`config.mk`:
```
export PLATFORM = sky130hd
export DESIGN_NAME = board_editor_flat
export DESIGN_NICKNAME = d
export VERILOG_FILES = /design/src/rtl/board_editor_pkg.sv /design/src/rtl/board_editor_if.sv /design/src/rtl/board_editor.sv /design/src/flat_wrapper.sv
export SDC_FILE = /design/constraint.sdc
export NUM_CORES = 1
export LEC_CHECK = 0
export ABC_AREA = 0
export BUFFER_PORTS_ARGS = -buffer_cell sky130_fd_sc_hd__clkbuf_2
export CAP_MARGIN = 0
export CORE_MARGIN = 1.5
export CORE_UTILIZATION = 55
export CTS_BUF_LIST = sky130_fd_sc_hd__clkbuf_4
export CTS_CLUSTER_SIZE = 16
export DETAILED_ROUTE_END_ITERATION = 12
export GPL_ROUTABILITY_DRIVEN = 0
export PLACE_DENSITY_LB_ADDON = 0.1
export SYNTH_ARGS = -nofsm -noshare
export SYNTH_HDL_FRONTEND = slang
export SYNTH_SLANG_ARGS = --single-unit
```
`constraint.sdc`:
```
create_clock -name clk_in -period 2.28 [get_ports clk_in]
set_input_delay 0.228 -clock clk_in [delete_from_list [all_inputs] [get_ports clk_in]]
set_output_delay 0.228 -clock clk_in [all_outputs]
set_load 0.05 [all_outputs]
```
`src/rtl/board_editor_pkg.sv`:
```
// Board geometry, word packing and the cell decode shared by the renderer fetch
// path and the editor, so both sides map (x,y) to the same word and bit.
package board_editor_pkg;

  localparam int WORD_SIZE      = 16;
  localparam int LOG_WORD_SIZE  = 4;
  localparam int BOARD_SIZE     = 64;
  localparam int LOG_BOARD_SIZE = 6;
  localparam int WORDS_PER_ROW  = BOARD_SIZE / WORD_SIZE;
  localparam int LOG_MAX_ADDR   = $clog2(BOARD_SIZE * BOARD_SIZE / WORD_SIZE);

  typedef logic [LOG_BOARD_SIZE-1:0] pos_t;
  typedef logic [LOG_MAX_ADDR-1:0]   addr_t;
  typedef logic [WORD_SIZE-1:0]      word_t;
  typedef logic [LOG_WORD_SIZE-1:0]  bit_t;

  function automatic addr_t cell_addr(input pos_t x, input pos_t y);
    addr_t ya;
    addr_t xa;
    ya = addr_t'(y);
    xa = addr_t'(x >> LOG_WORD_SIZE);
    return ya * addr_t'(WORDS_PER_ROW) + xa;
  endfunction

  // MSB holds the leftmost cell of the word.
  function automatic bit_t cell_bit(input pos_t x);
    return LOG_WORD_SIZE'(WORD_SIZE - 1) - x[LOG_WORD_SIZE-1:0];
  endfunction

endpackage

```
`src/rtl/board_editor_if.sv`:
```
// Request, cursor and board-memory port bundle between the input logic,
// the editor and the board memory.
interface board_editor_if;
  import board_editor_pkg::*;

  logic  toggle_in;
  logic  clear_in;
  pos_t  cursor_x_in;
  pos_t  cursor_y_in;
  word_t data_r_in;
  addr_t addr_r_out;
  addr_t addr_w_out;
  word_t data_w_out;
  logic  wr_en_out;
  logic  busy_out;
  logic  done_out;

  modport slave (
    input  toggle_in, clear_in, cursor_x_in, cursor_y_in, data_r_in,
    output addr_r_out, addr_w_out, data_w_out, wr_en_out, busy_out, done_out
  );

  modport master (
    output toggle_in, clear_in, cursor_x_in, cursor_y_in, data_r_in,
    input  addr_r_out, addr_w_out, data_w_out, wr_en_out, busy_out, done_out
  );

endinterface

```
`src/rtl/board_editor.sv`:
```
// Read-modify-write engine on the board memory: toggles the cell under the
// cursor, or sweeps zeros over every word on a clear request.
module board_editor
  import board_editor_pkg::*;
#(
  parameter int READ_LATENCY = 2,
  parameter int NUM_WORDS    = BOARD_SIZE * BOARD_SIZE / WORD_SIZE
) (
  input  logic             clk_in,
  input  logic             rst_in,
  board_editor_if.slave    bus
);

  typedef enum logic [2:0] {
    S_IDLE,
    S_READ,
    S_WAIT,
    S_WRITE,
    S_CLEAR,
    S_DONE
  } state_t;

  state_t r_state;
  addr_t  r_cnt;
  bit_t   r_bit;
  addr_t  r_addr_r;
  addr_t  r_addr_w;
  word_t  r_data_w;
  logic   r_wr_en;
  logic   r_busy;
  logic   r_done;

  addr_t  w_cur_addr;
  bit_t   w_cur_bit;
  word_t  w_mask;

  always_comb begin
    w_cur_addr = cell_addr(bus.cursor_x_in, bus.cursor_y_in);
    w_cur_bit  = cell_bit(bus.cursor_x_in);
    w_mask     = word_t'(1) << r_bit;
  end

  always_ff @(posedge clk_in or posedge rst_in) begin
    if (rst_in) begin
      r_state  <= S_IDLE;
      r_cnt    <= '0;
      r_bit    <= '0;
      r_addr_r <= '0;
      r_addr_w <= '0;
      r_data_w <= '0;
      r_wr_en  <= 1'b0;
      r_busy   <= 1'b0;
      r_done   <= 1'b0;
    end else begin
      case (r_state)
        S_IDLE: begin
          if (bus.clear_in) begin
            r_state  <= S_CLEAR;
            r_cnt    <= '0;
            r_addr_w <= '0;
            r_data_w <= '0;
            r_wr_en  <= 1'b1;
            r_busy   <= 1'b1;
          end else if (bus.toggle_in) begin
            // The read address doubles as the latched cell address for the write.
            r_state  <= S_READ;
            r_addr_r <= w_cur_addr;
            r_bit    <= w_cur_bit;
            r_busy   <= 1'b1;
          end
        end
        S_READ: begin
          r_cnt   <= '0;
          r_state <= S_WAIT;
        end
        S_WAIT: begin
          if (r_cnt == addr_t'(READ_LATENCY - 1)) begin
            r_cnt    <= '0;
            r_addr_w <= r_addr_r;
            r_data_w <= bus.data_r_in ^ w_mask;
            r_wr_en  <= 1'b1;
            r_state  <= S_WRITE;
          end else begin
            r_cnt <= r_cnt + 1'b1;
          end
        end
        S_WRITE: begin
          r_wr_en <= 1'b0;
          r_busy  <= 1'b0;
          r_done  <= 1'b1;
          r_state <= S_DONE;
        end
        S_CLEAR: begin
          if (r_cnt == addr_t'(NUM_WORDS - 1)) begin
            r_cnt   <= '0;
            r_wr_en <= 1'b0;
            r_busy  <= 1'b0;
            r_done  <= 1'b1;
            r_state <= S_DONE;
          end else begin
            r_cnt    <= r_cnt + 1'b1;
            r_addr_w <= r_cnt + 1'b1;
          end
        end
        S_DONE: begin
          r_done  <= 1'b0;
          r_state <= S_IDLE;
        end
        default: r_state <= S_IDLE;
      endcase
    end
  end

  assign bus.addr_r_out = r_addr_r;
  assign bus.addr_w_out = r_addr_w;
  assign bus.data_w_out = r_data_w;
  assign bus.wr_en_out  = r_wr_en;
  assign bus.busy_out   = r_busy;
  assign bus.done_out   = r_done;

endmodule

```
`src/flat_wrapper.sv`:
```
// flat-port wrapper written by rule: the top's interface ports become plain ports
module board_editor_flat import board_editor_pkg::*;
#(
  parameter int READ_LATENCY = 2,
  parameter int NUM_WORDS    = BOARD_SIZE * BOARD_SIZE / WORD_SIZE
)
  (clk_in, rst_in, bus_toggle_in, bus_clear_in, bus_cursor_x_in, bus_cursor_y_in, bus_data_r_in, bus_addr_r_out, bus_addr_w_out, bus_data_w_out, bus_wr_en_out, bus_busy_out, bus_done_out);
  board_editor_if bus_i ();
  input  logic clk_in;
  input  logic rst_in;
  input wire logic [$bits(bus_i.toggle_in)-1:0] bus_toggle_in;
  input wire logic [$bits(bus_i.clear_in)-1:0] bus_clear_in;
  input wire logic [$bits(bus_i.cursor_x_in)-1:0] bus_cursor_x_in;
  input wire logic [$bits(bus_i.cursor_y_in)-1:0] bus_cursor_y_in;
  input wire logic [$bits(bus_i.data_r_in)-1:0] bus_data_r_in;
  output wire logic [$bits(bus_i.addr_r_out)-1:0] bus_addr_r_out;
  output wire logic [$bits(bus_i.addr_w_out)-1:0] bus_addr_w_out;
  output wire logic [$bits(bus_i.data_w_out)-1:0] bus_data_w_out;
  output wire logic [$bits(bus_i.wr_en_out)-1:0] bus_wr_en_out;
  output wire logic [$bits(bus_i.busy_out)-1:0] bus_busy_out;
  output wire logic [$bits(bus_i.done_out)-1:0] bus_done_out;
  assign bus_i.toggle_in = bus_toggle_in;
  assign bus_i.clear_in = bus_clear_in;
  assign bus_i.cursor_x_in = bus_cursor_x_in;
  assign bus_i.cursor_y_in = bus_cursor_y_in;
  assign bus_i.data_r_in = bus_data_r_in;
  assign bus_addr_r_out = bus_i.addr_r_out;
  assign bus_addr_w_out = bus_i.addr_w_out;
  assign bus_data_w_out = bus_i.data_w_out;
  assign bus_wr_en_out = bus_i.wr_en_out;
  assign bus_busy_out = bus_i.busy_out;
  assign bus_done_out = bus_i.done_out;
  board_editor #(.READ_LATENCY(READ_LATENCY), .NUM_WORDS(NUM_WORDS)) u_core (.clk_in(clk_in), .rst_in(rst_in), .bus(bus_i));
endmodule
```
== After elaboration in Yosys (flattened, before gate mapping) ==
Index checks and enable logic that the tools add are counted.

* Flip-flop bits (word level): 50
* Bits of input ports: 32
* Word-level logic and storage cells: 66
* Output and inout port bits: 35

* Add/sub/neg operators: 3
* Equal/unequal tests: 12
* Bitwise logic cells: 2
* Muxes and demuxes: 24
* Shifts and indexed selects: 1
* Reductions and logical operators: 15

{| class="wikitable"
|+ Operator list
! operator !! count
|-
| 8-bit 2-to-1 mux || 5
|-
| 16-bit 2-to-1 mux || 2
|-
| 16-bit case mux with 2 select lines || 1
|-
| 8-bit case mux with 4 select lines || 1
|-
| 8-bit case mux with 3 select lines || 1
|-
| 1-bit by 4-bit << shifter with 16-bit output (first input constant) || 1
|-
| 16-bit XOR || 1
|-
| 3-bit case mux with 5 select lines || 1
|-
| 3-bit 2-to-1 mux || 4
|-
| 3-bit AND reduction || 4
|-
| 3-bit nonzero test || 3
|-
| 8-bit by 1-bit adder with 8-bit output (second input constant) || 1
|-
| 8-bit by 2-bit adder with 8-bit output || 1
|-
| 8-bit by 1-bit == test with 1-bit output (second input constant) || 1
|-
| 8-bit == test (second input constant) || 1
|-
| 4-bit AND reduction || 2
|-
| 4-bit nonzero test || 2
|-
| 3-bit by 2-bit == test with 1-bit output (second input constant) || 2
|-
| 3-bit == test (second input constant) || 2
|-
| 1-bit 2-to-1 mux || 6
|-
| 1-bit case mux with 3 select lines || 2
|-
| 2-bit by 1-bit != test with 1-bit output (second input constant) || 2
|-
| 2-bit != test (second input constant) || 2
|-
| 1-bit case mux with 4 select lines || 1
|-
| other kinds (7) || 8
|}

== Longest topological paths before layout ==
* Depth after elaboration: 4
* Gate-level depth with buffers: 8
* Gate-level depth less buffers: 6

== Least setup slack after synthesis ==
OpenSTA, ideal clock, no wires.

* Path kind: register to register
* Start point: register u_core.r_state[1]
* End point: register u_core.r_addr_w[0] (netlist: u_core.bus.addr_w_out[0])
* Arrival time: 1,733 ps
* Clock period less this slack: 1,858 ps
* Setup slack: 422 ps
* Setup time: 125 ps
* Path buffers: 3
* Stages on the path, launching flop included: 8
* Required time: 2,155 ps
* Cell sequence: dfrtp_1 buf_6 or3b_1 buf_2 nor3_2 a211o_1 buf_6 mux2_4

* Longest elaborated chain between the ends: 3
* Elaborated cells between the ends (all ways): 9
* Those cells by class: eq/ne (5); mux (1); reduce/logical (3)

{| class="wikitable"
|+ RTL lines
! item !! RTL line !! RTL
|-
| start: declaration || board_editor.sv:23 || <nowiki>state_t r_state;</nowiki>
|-
| start signal: assignment || board_editor.sv:45 || <nowiki>r_state <= S_IDLE;</nowiki>
|-
| start signal: assignment || board_editor.sv:58 || <nowiki>r_state <= S_CLEAR;</nowiki>
|-
| start signal: assignment || board_editor.sv:66 || <nowiki>r_state <= S_READ;</nowiki>
|-
| 3-bit == test, or another cell as far along || board_editor.sv:55 || <nowiki>case (r_state)</nowiki>
|-
| 2-bit != test (no source line), or another cell as far along || n/a ||
|-
| 4-bit AND reduction (no source line) || n/a ||
|-
| end signal: assignment || board_editor.sv:79 || <nowiki>r_addr_w <= r_addr_r;</nowiki>
|-
| end signal: assignment || board_editor.sv:102 || <nowiki>r_addr_w <= r_cnt + 1'b1;</nowiki>
|-
| end: declaration || board_editor.sv:27 || <nowiki>addr_t r_addr_w;</nowiki>
|}

Parallel ways exist; a longest one is shown, timed or not.
A chain may end at the register's enable or synchronous reset.

== Worst setup path in the final report ==
* Start point: register u_core.r_cnt[0]
* End point: register u_core.r_addr_w[3] (netlist: u_core.bus.addr_w_out[3])

* Longest elaborated chain between the ends: 3
* Elaborated cells between the ends (all ways): 8
* Those cells by class: add/sub (1); eq/ne (4); mux (2); reduce/logical (1)

{| class="wikitable"
|+ RTL lines
! item !! RTL line !! RTL
|-
| start: declaration || board_editor.sv:24 || <nowiki>addr_t r_cnt;</nowiki>
|-
| start signal: assignment || board_editor.sv:84 || <nowiki>r_cnt <= r_cnt + 1'b1;</nowiki>
|-
| start signal: assignment || board_editor.sv:101 || <nowiki>r_cnt <= r_cnt + 1'b1;</nowiki>
|-
| 8-bit by 1-bit adder with 8-bit output, or another cell as far along || board_editor.sv:102 ||
|-
| 8-bit 2-to-1 mux, or another cell as far along || board_editor.sv:94 || <nowiki>if (r_cnt == addr_t'(NUM_WORDS - 1)) begin</nowiki>
|-
| 8-bit case mux with 3 select lines or 4-bit AND reduction (tied branches) || n/a ||
|}

Parallel ways exist; a longest one is shown, timed or not. The select of a mux whose other input is x is not followed.

==> report_table.html <==
<table>
<tr><th>Metric</th><th>Value</th></tr>
<tr><th colspan="2">Critical path</th></tr>
<tr><td>Arrival time reported for the critical path endpoint</td><td>2290 ps</td></tr>
<tr><td>Standard cell with the maximum stage delay on the critical path</td><td>dfrtp_1</td></tr>
<tr><td>CP cell instances</td><td>ha_1, nor4b_4, nand4b_1, a211o_1, buf_4, mux2_4</td></tr>
<tr><td>Crit start category</td><td>register</td></tr>
<tr><td>Origin of the worst setup path</td><td>u_core.r_cnt[0]$_DFFE_PP0P_</td></tr>
<tr><td>Cell family with most CP delay</td><td>flip-flops</td></tr>
<tr><td>Launch instance of the worst register-to-register path</td><td>u_core.r_cnt[0]$_DFFE_PP0P_</td></tr>
<tr><td>Critical path buffers and inverters</td><td>1</td></tr>
<tr><td>Crit-path max FO</td><td>8</td></tr>
<tr><td>Slowest cell delay on critical path</td><td>490 ps</td></tr>
<tr><td>Classification of the worst setup path</td><td>register to register</td></tr>
<tr><td>Kind of end point of the critical path</td><td>register</td></tr>
<tr><td>Critical Path RT</td><td>2540 ps</td></tr>
<tr><th colspan="2">Routing</th></tr>
<tr><td>Per-cell routed wire length</td><td>15.35 um</td></tr>
<tr><td>Final antenna-violating net count</td><td>0</td></tr>
<tr><td>DR vias</td><td>2,153</td></tr>
<tr><td>Detailed router's first-iteration violation count</td><td>139</td></tr>
<tr><td>Count of unresolved DRC violations after routing</td><td>0</td></tr>
<tr><td>Mean number of vias per cell</td><td>5.651</td></tr>
<tr><td>Number of iterations in the first detailed-routing pass</td><td>4</td></tr>
<tr><td>Final Routed Wirelength</td><td>5849 um</td></tr>
<tr><th colspan="2">Synthesis</th></tr>
<tr><td>Syn Std Cell Area</td><td>2619 um^2</td></tr>
<tr><td>Area fraction of the dominant cell type after synthesis</td><td>47.78%</td></tr>
<tr><td>Cell accounting for the most synthesized area</td><td>dfrtp_1</td></tr>
<tr><td>Count of state elements after synthesis</td><td>50</td></tr>
<tr><td>Most used flip-flop cell after synthesis</td><td>dfrtp_1</td></tr>
<tr><td>Portion of the post-synthesis area used by sequential elements</td><td>47.78%</td></tr>
<tr><td>Post-Syn Area per Cell</td><td>10.27 um^2</td></tr>
<tr><td>Syn_nets</td><td>289</td></tr>
<tr><td>Unique masters post-synth</td><td>42</td></tr>
<tr><td>Ranking of synthesized cells by area</td><td>dfrtp_1, xnor2_1, o2bb2ai_1</td></tr>
<tr><td>Top cells by instance count after synthesis</td><td>dfrtp_1, nand2_1, nor2_1</td></tr>
<tr><td>Post-synth EDFFs</td><td>0</td></tr>
<tr><td>Cells after Synth</td><td>255</td></tr>
<tr><td>Count of yosys warnings during synthesis</td><td>0</td></tr>
<tr><td>Dominant cell by count in the synthesized netlist</td><td>dfrtp_1</td></tr>
<tr><td>Share of synthesized flip-flops with an asynchronous set or reset</td><td>100.0%</td></tr>
<tr><th colspan="2">Status</th></tr>
<tr><td>Result of the run</td><td>completed</td></tr>
<tr><th colspan="2">Power and ir drop</th></tr>
<tr><td>Int Pwr</td><td>2.177 mW</td></tr>
<tr><td>Power Density</td><td>1382 nW/um^2</td></tr>
<tr><td>Switch share</td><td>49.60%</td></tr>
<tr><td>Clock group share of total power</td><td>12.6%</td></tr>
<tr><td>Portion of total power attributed to combinational logic</td><td>54.1%</td></tr>
<tr><td>VDD IR max</td><td>0.8569 mV</td></tr>
<tr><td>Proportion of power drawn by flip-flops and latches</td><td>33.3%</td></tr>
<tr><td>Leakage</td><td>1.477 nW</td></tr>
<tr><td>Net switching power of the design</td><td>2.143 mW</td></tr>
<tr><th colspan="2">Timing</th></tr>
<tr><td>Number of endpoints failing setup at the final stage</td><td>0</td></tr>
<tr><td>Worst slew slack as a fraction of its limit</td><td>57.12%</td></tr>
<tr><td>Highest clock frequency the design can meet</td><td>492.9 MHz</td></tr>
<tr><td>Post-route setup TNS</td><td>0 ps</td></tr>
<tr><td>Fin crit share</td><td>88.98%</td></tr>
<tr><td>Fin. Hold Viols</td><td>0</td></tr>
<tr><td>RSZ-0062 raised after global routing</td><td>false</td></tr>
<tr><td>Crit path time final</td><td>2029 ps</td></tr>
<tr><td>Slew at the pin closest to its max-slew limit</td><td>643.1 ps</td></tr>
<tr><td>Final number of max-transition violations</td><td>0</td></tr>
<tr><td>Final clock skew</td><td>23.64 ps</td></tr>
<tr><th colspan="2">Clock tree</th></tr>
<tr><td>Post-CTS Setup Repair Bufs</td><td>0</td></tr>
<tr><td>Clock Tree Root</td><td>clkbuf_4</td></tr>
<tr><td>CTS tree</td><td>built</td></tr>
<tr><td>CTS H-Tree Depth</td><td>2</td></tr>
<tr><td>Clock sink count</td><td>50</td></tr>
<tr><td>Hold_buf cts</td><td>1</td></tr>
<tr><td>Source-to-sink clock delay at the later pin of the worst-skew pair</td><td>380 ps</td></tr>
<tr><td>Worst-case clock buffer depth</td><td>2</td></tr>
<tr><td>CTS Buf Count</td><td>5</td></tr>
<tr><td>Post-cts repair resize count</td><td>0</td></tr>
<tr><td>Clock input transition at the sequential cells of the worst setup and hold paths</td><td>160 ps</td></tr>
<tr><th colspan="2">Floorplan</th></tr>
<tr><td>Row count</td><td>24</td></tr>
<tr><td>Die height</td><td>72 um</td></tr>
<tr><td>IO Count</td><td>67</td></tr>
<tr><td>Initial Util</td><td>58.53%</td></tr>
<tr><td>Core Box Area</td><td>4474 um^2</td></tr>
<tr><td>Die area</td><td>5184 um^2</td></tr>
<tr><td>Die extent in x</td><td>72 um</td></tr>
<tr><th colspan="2">Place</th></tr>
<tr><td>HPWL after DPL</td><td>4237 um</td></tr>
<tr><td>Buffers on Ports</td><td>66</td></tr>
<tr><td>Post-placement cell area</td><td>3010 um^2</td></tr>
<tr><th colspan="2">Global route</th></tr>
<tr><td>Total track usage</td><td>23.92%</td></tr>
<tr><td>Number of antenna violations at the first check in global routing</td><td>0</td></tr>
<tr><td>Via count of the first global-routing pass</td><td>1,970</td></tr>
<tr><td>Maximum number of pins on one net before global-route repair</td><td>51</td></tr>
<tr><td>Aggregate global routing overflow</td><td>0</td></tr>
<tr><td>First-pass GRT wire length</td><td>9542 um</td></tr>
<tr><th colspan="2">Finish</th></tr>
<tr><td>Antenna Diode Count</td><td>0</td></tr>
<tr><td>Final Cell Area</td><td>3126 um^2</td></tr>
<tr><td>Area grow syn2layout</td><td>19.35%</td></tr>
<tr><td>Number of fill cells</td><td>353</td></tr>
<tr><td>Nets</td><td>362</td></tr>
<tr><td>Share of layout cells above drive strength 1</td><td>32.22%</td></tr>
<tr><th colspan="2">Flow run</th></tr>
<tr><td>Count of maximum capacitance violations</td><td>0</td></tr>
<tr><th colspan="2">Hold path</th></tr>
<tr><td>Worst Hold Class</td><td>primary input to register</td></tr>
<tr><td>Critical hold path startpoint</td><td>bus_cursor_x_in[3]</td></tr>
</table>
[final cells by class]
type,instances,area [um^2],area share (%)
clock buffers,5,37.54,1.201
clock inverters,3,47.55,1.521
inverters,6,22.52,0.7206
multi-input cells,185,1259,40.27
flip-flops and latches,50,1251,40.03
well taps,52,65.06,2.082
repair buffers,80,442.9,14.17
[cells by family after synthesis]
kind of cell | Yosys count | synth area share, %
AO/OA/AOI/OAI | 57 | 14.91
flip-flops | 50 | 47.78
XOR/XNOR | 19 | 6.355
adder cells (fa/ha/maj) | 2 | 0.9554
buffers and inverters | 20 | 4.157
multiplexers | 16 | 8.027
AND/OR/NAND/NOR | 91 | 17.82
[through the flow]
step / hold slack [ps] / worst slack [ps] / instances / utilization (%) / total power, mW
after floorplan: 339.7 / 422.3 / 255 / - / 3.249
after global placement: 408.4 / 322.1 / 370 / 67.28 / 3.747
after detailed placement: 416.1 / 284.4 / 370 / 67.28 / 3.786
after CTS: 8.057 / 259.8 / 379 / 69.41 / 4.337
after global routing: 7.517 / 115.3 / 381 / 69.85 / 4.587
final: 17.75 / 251.2 / 381 / 69.85 / 4.320
[power groups by stage]
stage / Sequential, mW / Combinational [mW] / Clock (mW)
after floorplan: 2.18 / 1.07 / 0
after global placement: 1.45 / 2.30 / 0
after detailed placement: 1.45 / 2.33 / 0
after CTS: 1.44 / 2.34 / 0.555
after global routing: 1.48 / 2.51 / 0.589
final: 1.44 / 2.34 / 0.544
[routing by layer]
metal | GRT usage (%) | routed length [um]
met1 | 32.00 | 2654
met2 | 39.61 | 2847
met3 | 5.139 | 273
met4 | 6.709 | 73
met5 | 0 | 0
[state kept, by name, indices dropped and copies added (netlist names)]
signal	cells
u_core.bus.data_w_out	16
u_core.bus.addr_r_out	8
u_core.bus.addr_w_out	8
u_core.r_cnt	8
u_core.r_bit	4
u_core.r_state	3
u_core.bus.busy_out	1
u_core.bus.done_out	1
u_core.bus.wr_en_out	1
[worst reg2reg max path, stage by stage (launching register included)]
cell and delay [ps]:
dfrtp_1 490, ha_1 200, nor4b_4 270, nand4b_1 150, a211o_1 310, buf_4 190, mux2_4 320
[final timing paths]
kind / slack, ps / endpoint / depth (start not counted)
max in group asynchronous: 1310 / u_core.r_cnt[7]$_DFFE_PP0P_ / 4
setup / recovery: 250 / u_core.bus.addr_w_out[3]$_DFFE_PP0P_ / 6
hold reg to reg: 510 / u_core.bus.data_w_out[14]$_DFFE_PP0P_ / 1
min in group asynchronous: 530 / u_core.bus.addr_r_out[2]$_DFFE_PP0P_ / 4
hold / removal: 20 / u_core.r_bit[3]$_DFFE_PP0P_ / 2
setup reg to reg: 250 / u_core.bus.addr_w_out[3]$_DFFE_PP0P_ / 6
[cells in the final DEF, fill, tap and decap left out, drive strengths merged, types with 5 or more instances in the layout]
master / instances
a21oi: 5
buf: 11
clkbuf: 71
dfrtp: 50
inv: 7
mux2: 16
nand2: 28
nand3: 9
nor2: 19
nor3: 11
o211ai: 6
o21ai: 18
o2bb2ai: 16
xnor2: 17
Power figures use the tool's default switching activity.
